`src/rtl/mem_arbiter.sv`:
```
// Two-port memory arbiter: a fetch port and a data port share one RAM.
// Data requests normally win; a fetch that keeps losing is forced through.
module mem_arbiter #(
  parameter int unsigned STARVE_LIMIT = 3
) (
  input  logic        clk,
  input  logic        nRst,
  input  logic        imemRen,
  input  logic [31:0] imemaddr,
  input  logic        dmmRen,
  input  logic        dmmWen,
  input  logic [31:0] dmmaddr,
  input  logic [31:0] dmmstore,
  output logic        i_ready,
  output logic [31:0] imemload,
  output logic        d_ready,
  output logic [31:0] dmmload,
  output logic        Ren,
  output logic        Wen,
  output logic [31:0] ramaddr,
  output logic [31:0] ramstore,
  input  logic [31:0] ramload,
  input  logic        busy_o
);

  typedef enum logic [2:0] {
    IDLE   = 3'd0,
    IFETCH = 3'd1,
    DREAD  = 3'd2,
    DWRITE = 3'd3,
    DONE   = 3'd4
  } state_t;

  state_t      state_q, state_d;
  logic [1:0]  starve_q, starve_d;
  logic        ren_q, ren_d;
  logic        wen_q, wen_d;
  logic [31:0] ramaddr_q, ramaddr_d;
  logic [31:0] ramstore_q, ramstore_d;
  logic        i_ready_q, i_ready_d;
  logic        d_ready_q, d_ready_d;
  logic [31:0] imemload_q, imemload_d;
  logic [31:0] dmmload_q, dmmload_d;

  logic        data_pend_s;
  logic        data_win_s;

  function automatic logic [1:0] sat_inc(input logic [1:0] cnt);
    if (cnt == 2'd3) begin
      return cnt;
    end else begin
      return cnt + 2'd1;
    end
  endfunction

  // A data request also wins when no fetch is waiting, so data never stalls
  // behind a saturated starve count with nothing to starve.
  assign data_pend_s = dmmRen | dmmWen;
  assign data_win_s  = data_pend_s &
                       ((32'(starve_q) < STARVE_LIMIT) | ~imemRen);

  // Next state plus next value of every registered output.
  always_comb begin
    state_d    = state_q;
    starve_d   = starve_q;
    ren_d      = ren_q;
    wen_d      = wen_q;
    ramaddr_d  = ramaddr_q;
    ramstore_d = ramstore_q;
    i_ready_d  = 1'b0;
    d_ready_d  = 1'b0;
    imemload_d = imemload_q;
    dmmload_d  = dmmload_q;

    case (state_q)
      IDLE: begin
        if (data_win_s) begin
          state_d    = dmmWen ? DWRITE : DREAD;
          ren_d      = ~dmmWen;
          wen_d      = dmmWen;
          ramaddr_d  = dmmaddr;
          ramstore_d = dmmWen ? dmmstore : 32'd0;
          starve_d   = imemRen ? sat_inc(starve_q) : 2'd0;
        end else if (imemRen) begin
          state_d    = IFETCH;
          ren_d      = 1'b1;
          wen_d      = 1'b0;
          ramaddr_d  = imemaddr;
          ramstore_d = 32'd0;
          starve_d   = 2'd0;
        end else begin
          ren_d      = 1'b0;
          wen_d      = 1'b0;
          ramaddr_d  = 32'd0;
          ramstore_d = 32'd0;
        end
      end

      IFETCH, DREAD, DWRITE: begin
        if (!busy_o) begin
          state_d    = DONE;
          ren_d      = 1'b0;
          wen_d      = 1'b0;
          ramaddr_d  = 32'd0;
          ramstore_d = 32'd0;
          if (state_q == IFETCH) begin
            imemload_d = ramload;
            i_ready_d  = 1'b1;
          end else if (state_q == DREAD) begin
            dmmload_d  = ramload;
            d_ready_d  = 1'b1;
          end else begin
            d_ready_d  = 1'b1;
          end
        end else begin
          state_d = state_q;
        end
      end

      DONE: begin
        state_d    = IDLE;
        ren_d      = 1'b0;
        wen_d      = 1'b0;
        ramaddr_d  = 32'd0;
        ramstore_d = 32'd0;
      end

      default: begin
        state_d    = IDLE;
        ren_d      = 1'b0;
        wen_d      = 1'b0;
        ramaddr_d  = 32'd0;
        ramstore_d = 32'd0;
      end
    endcase
  end

  // State and output registers with synchronous active-low reset.
  always_ff @(posedge clk) begin
    if (!nRst) begin
      state_q    <= IDLE;
      starve_q   <= 2'd0;
      ren_q      <= 1'b0;
      wen_q      <= 1'b0;
      ramaddr_q  <= 32'd0;
      ramstore_q <= 32'd0;
      i_ready_q  <= 1'b0;
      d_ready_q  <= 1'b0;
      imemload_q <= 32'd0;
      dmmload_q  <= 32'd0;
    end else begin
      state_q    <= state_d;
      starve_q   <= starve_d;
      ren_q      <= ren_d;
      wen_q      <= wen_d;
      ramaddr_q  <= ramaddr_d;
      ramstore_q <= ramstore_d;
      i_ready_q  <= i_ready_d;
      d_ready_q  <= d_ready_d;
      imemload_q <= imemload_d;
      dmmload_q  <= dmmload_d;
    end
  end

  assign Ren      = ren_q;
  assign Wen      = wen_q;
  assign ramaddr  = ramaddr_q;
  assign ramstore = ramstore_q;
  assign i_ready  = i_ready_q;
  assign d_ready  = d_ready_q;
  assign imemload = imemload_q;
  assign dmmload  = dmmload_q;

endmodule
```
`config.mk`:
```
export PLATFORM = sky130hd
export DESIGN_NAME = mem_arbiter
export DESIGN_NICKNAME = d
export VERILOG_FILES = /design/src/rtl/mem_arbiter.sv
export SDC_FILE = /design/constraint.sdc
export NUM_CORES = 1
export LEC_CHECK = 0
export ABC_AREA = 0
export CORE_ASPECT_RATIO = 1.75
export CORE_MARGIN = 8
export CORE_UTILIZATION = 23
export CTS_CLUSTER_DIAMETER = 80
export DETAILED_ROUTE_END_ITERATION = 7
export PLACE_DENSITY = 0.46
export SLEW_MARGIN = 20
export SYNTH_ARGS = -nofsm -noshare
export SYNTH_HDL_FRONTEND = slang
export SYNTH_SLANG_ARGS = --single-unit
```
`constraint.sdc`:
```
create_clock -name clk -period 4.1 [get_ports clk]
set_input_delay 0.82 -clock clk [delete_from_list [all_inputs] [get_ports clk]]
set_output_delay 0.82 -clock clk [all_outputs]
set_load 0.01 [all_outputs]
```
== Yosys cells after proc, flatten, opt, wreduce, memory -nomap -nowiden ==
Index checks and enable logic that the tools add are counted.
Storage, ports and cells
  register bits after elaboration: 137
  word-level logic and storage cells: 60
  memories kept: 0
  bits in latches: 0
  output and inout port bits: 132
  input port bits: 134
  ROM bits: 0
  bits in writable memories: 0
Cells by class
  reduce and logical (&&, ||, !) cells: 8
  mux-type cells: 24
  multiply operators: 0
  divide/modulo/power cells: 0
  equal/unequal tests: 7
  magnitude comparators: 1
  add/subtract/negate cells: 1
  bitwise operators: 9
  shift-type cells: 0
Operators with widths (count)
  two-way mux 32 bit: 5
  one-hot mux 32 bit (2 select lines): 2
  two-way mux 3 bit: 3
  two-way mux 2 bit: 4
  two-way mux 1 bit: 7
  == test 3 x 2 -> 1 bit (second input constant): 2
  inequality test 3 bit (second input constant): 2
  inverter 1 bit: 6
  one-hot mux 3 bit (2 select lines): 1
  AND reduction 3 bit: 2
  OR reduction 3 bit: 2
  one-hot mux 1 bit (2 select lines): 2
  AND reduction 4 bit: 1
  == test 3 x 1 -> 1 bit (second input constant): 1
  zero test 3 bit: 1
  adder 2 x 1 -> 2 bit (second input constant): 1
  == test 2 bit (second input constant): 1
  < comparator 2 bit (second input constant): 1
  inequality test 2 bit (second input constant): 1
  OR 1 bit: 2
  AND reduction 2 bit: 1
  nonzero test 2 bit: 1
  bitwise AND 1 bit: 1

== Longest topological paths before layout ==
  depth in word-level cells: 5
  depth in mapped cells: 7
  gate-level depth less buffers: 4

== Worst setup path after synthesis ==
Ideal clock, no wire load.
  path kind: input to register
  start: in busy_o
  end: reg dmmload_q[10] (netlist: dmmload[10])
  data required time: 3.984 ns
  setup time: 0.116 ns
  arrival: 1.660 ns
  stages: 5
  path buffers: 2
  setup slack: 2.324 ns
  path through: or4b_1 > buf_2 > buf_6 > nand2_1 > a21boi_1
On the way
  longest elaborated chain between the ends: 2
RTL lines
  start, declared: line 23  | input logic busy_o
  inverter 1 bit (no source line)
  AND reduction 4 bit (no source line)
  end signal, assigned: line 161  | dmmload_q <= dmmload_d;
  end, declared: line 43  | logic [31:0] dmmload_q, dmmload_d;
No other way between the ends.
A chain may end at the register's enable or synchronous reset.

== Final worst setup path ==
  start: in imemRen
  end: reg ren_q (netlist: Ren)
On the way
  longest elaborated chain between the ends: 5
  elaborated cells between the ends (all ways): 6
  those cells by class: 3 x mux; 3 x bitwise
RTL lines
  start, declared: line 8  | input logic imemRen,
  inverter 1 bit: line 60  | ((32'(starve_q) < STARVE_LIMIT) | ~imemRen);
  OR 1 bit: line 60
  bitwise AND 1 bit: line 59  | assign data_win_s = data_pend_s &
  two-way mux 1 bit (*): line 77  | if (data_win_s) begin
  one-hot mux 1 bit (2 select lines) (*): line 75  | case (state_q)
  end signal, assigned: line 154  | ren_q <= ren_d;
  end, declared: line 36  | logic ren_q, ren_d;
Every way passes the cells marked *; elsewhere a longest branch is shown, timed or not.

==> metrics.md <==
| Metric | Value |
|---|---|
| Outcome | finished, final reports clean |
| WL final | 22.4 mm |
| DRT iter0 DRCs | 234 |
| Core area | 24,400 µm² |
| DR vias/cell | 4.37 |
| Initial antenna violation count | 3 |
| Largest net degree at the start of global routing | 74 |
| Clock Tree Root | clkbuf_16 |
| Seq/Total Area, Yosys | 0.482 |
| Rows | 76 |
| CTS tree | built |
| Multi-input logic area | 2640 µm² |
| Final-stage net count | 991 |
| Synth Area per Inst | 9.27 µm² |
| Arr. time, crit path | 2.65 ns |
| # DRC | 0 |
| Relative slew slack | 0.570 |
| # setup viols final | 0 |
| Metal1 wirelength | 7.97 mm |
| First-pass GRT wire length | 33.4 mm |
| Total power | 3540 µW |
| Post-CTS setup buffers | 0 |
| Synth Warn # | 0 |
| DP Wirelength | 16.0 mm |
| Antenna violation net count after detailed routing | 0 |
| Slew @ Worst Pin | 0.645 ns |
| Full die area | 30,200 µm² |
| Final Hold Vio Count | 0 |
| Io pins | 266 |
| Critical Path End Type | register |
| Max-Cap Viols | 0 |
| Port Buffers | 265 |
| Yosys top cell by area | dfxtp_1 |
| Fin crit share | 0.560 |
| Critical path type | in -> reg |
| Clock Tree Buf Depth | 2 |
| Synth top area share | 0.482 |
| Worst clock skew | 0.00666 ns |
| Ys async rst share | 0 |
| Synth area leaders | dfxtp_1, nand2_1, a21boi_1 |
| Leak | 0.00312 µW |
| Vias in the first global route | 5,321 |
| Wire length per cell | 19.0 µm |
| Synthesized Nets | 749 |
| Crit start category | input pin |
| Pwr per Cell Area | 391 nW/µm² |
| H-tree Lvls | 4 |
| Wire length on met3 | 1.19 mm |
| Fill cells | 2,530 |
| Highest routing layer actually used | met4 |
| CTS Sinks | 137 |
| Via Count | 5,170 |
| Die width | 135 µm |
| GRT Total Usage | 0.148 |
| Fmax | 435 MHz |
| Detailed Routing Iterations Pass 1 | 4 |
| Cts hold-fix bufs | 0 |
| Fin crit period | 2.30 ns |
| Share of layout cells above drive strength 1 | 0.0519 |
| Total congestion overflow | 0 |
| Initial Util | 0.233 |
| Gpl congestion | 0.777 |
| Worst skew pair latency | 0.42 ns |
| Post-cts repair resize count | 0 |
| Met2 WL | 12.8 mm |
| Netlist Area Pre-Place | 5690 µm² |
| Num CTS Buffers | 17 |
| Max-slew violations | 0 |
| Die Ht | 224 µm |
| Max VDD drop | 228 µV |
| Synth Flop Type | dfxtp_1 |
| Unrepaired setup endpoints after global routing | no |
| EDFF count, synth | 0 |
| Area delta synth->final | 59.2% |
| Crit-path max FO | 38 |
| Count leader, synth | dfxtp_1 |
| FF+latch count, synth | 137 |
| Syn Inst Count | 614 |
| Post-synth cell types | 30 |
| CP Data Required Time | 4.45 ns |
| FF+latch area | 2740 µm² |
| Clock slew at reported path FFs | 0.06 ns |
| Final TNS setup | 0 ns |
| Worst Hold Class | reg -> reg |
| Most frequent cells after synthesis | dfxtp_1, nand2_1, nand3_1 |
==> sequential cells by signal, indices dropped and copies added (netlist names) <==
name	count
state_q	3
d_ready	1
ramaddr	32
Wen	1
imemload	32
Ren	1
i_ready	1
dmmload	32
ramstore	32
starve_q	2
==> per-stage QoR <==
stage          cell area (µm²)  worst slack [ns]   util  hold slack, ns  cells
2_1_floorplan             5690              2.32      -           0.459    614
3_3_place_gp              8530              1.37  0.349           0.440   1149
3_5_place_dp              8530              1.36  0.349           0.444   1149
4_1_cts                   9050              1.82  0.370           0.452   1179
5_1_grt                   9060              1.69  0.371           0.465   1182
6_report                  9060              1.80  0.371           0.448   1182
==> worst paths after layout <==
check,from,end,slack [ns],depth (start not counted)
max,imemRen,Ren,1.80,6
min,dmmload[8],dmmload[8],0.45,2
max reg2reg,starve_q[0],ramaddr[20],2.32,5
min reg2reg,dmmload[8],dmmload[8],0.45,2
==> kinds of logic (layout without fill, tap and decap cells) <==
group | after synthesis | count (layout) | share of synthesized area
other cells | 0 | 3 | 0
compound gates | 140 | 140 | 0.193
mux | 32 | 32 | 0.0563
buf+inv | 56 | 309 | 0.0598
fa+ha+maj | 1 | 1 | 0.00220
flops | 137 | 137 | 0.482
simple gates | 248 | 248 | 0.206
==> power by group <==
part           internal, µW  switching [µW]
registers              1420            50.1
clock network           829             564
logic                   354             325
==> critical path, cell delays in order <==
cell	delay (ns)
clkdlybuf4s50_1	0.53
buf_4	0.36
a21boi_2	0.20
buf_4	0.24
or3_1	0.35
a21boi_1	0.13
==> final cells by class <==
cell class | instances | share of cell area
clock buffer | 27 | 0.0555
tap | 312 | 0.0431
sequential | 137 | 0.303
timing repair buffer | 279 | 0.305
clock inverter | 3 | 0.00166
antenna | 3 | 0.000829
multi-input combinational | 421 | 0.291
==> per-layer routing <==
metal,GRT usage,vias to the layer above
met5,0,-
met4,0.0630,0
met3,0.0424,21
li1,-,2597
met2,0.281,127
met1,0.142,2425
==> cells in the final DEF (no fill, tap or decap), drive strengths merged, types with 3 or more instances in the layout <==
| cell type | count |
|---|---|
| nor3 | 3 |
| o2bb2ai | 33 |
| mux2i | 32 |
| clkdlybuf4s50 | 264 |
| dfxtp | 137 |
| buf | 15 |
| clkbuf | 27 |
| and2 | 33 |
| clkinv | 3 |
| nand2 | 132 |
| a21boi | 102 |
| nand3 | 66 |
| or3 | 3 |
| diode | 3 |
Power figures use the tool's default switching activity.
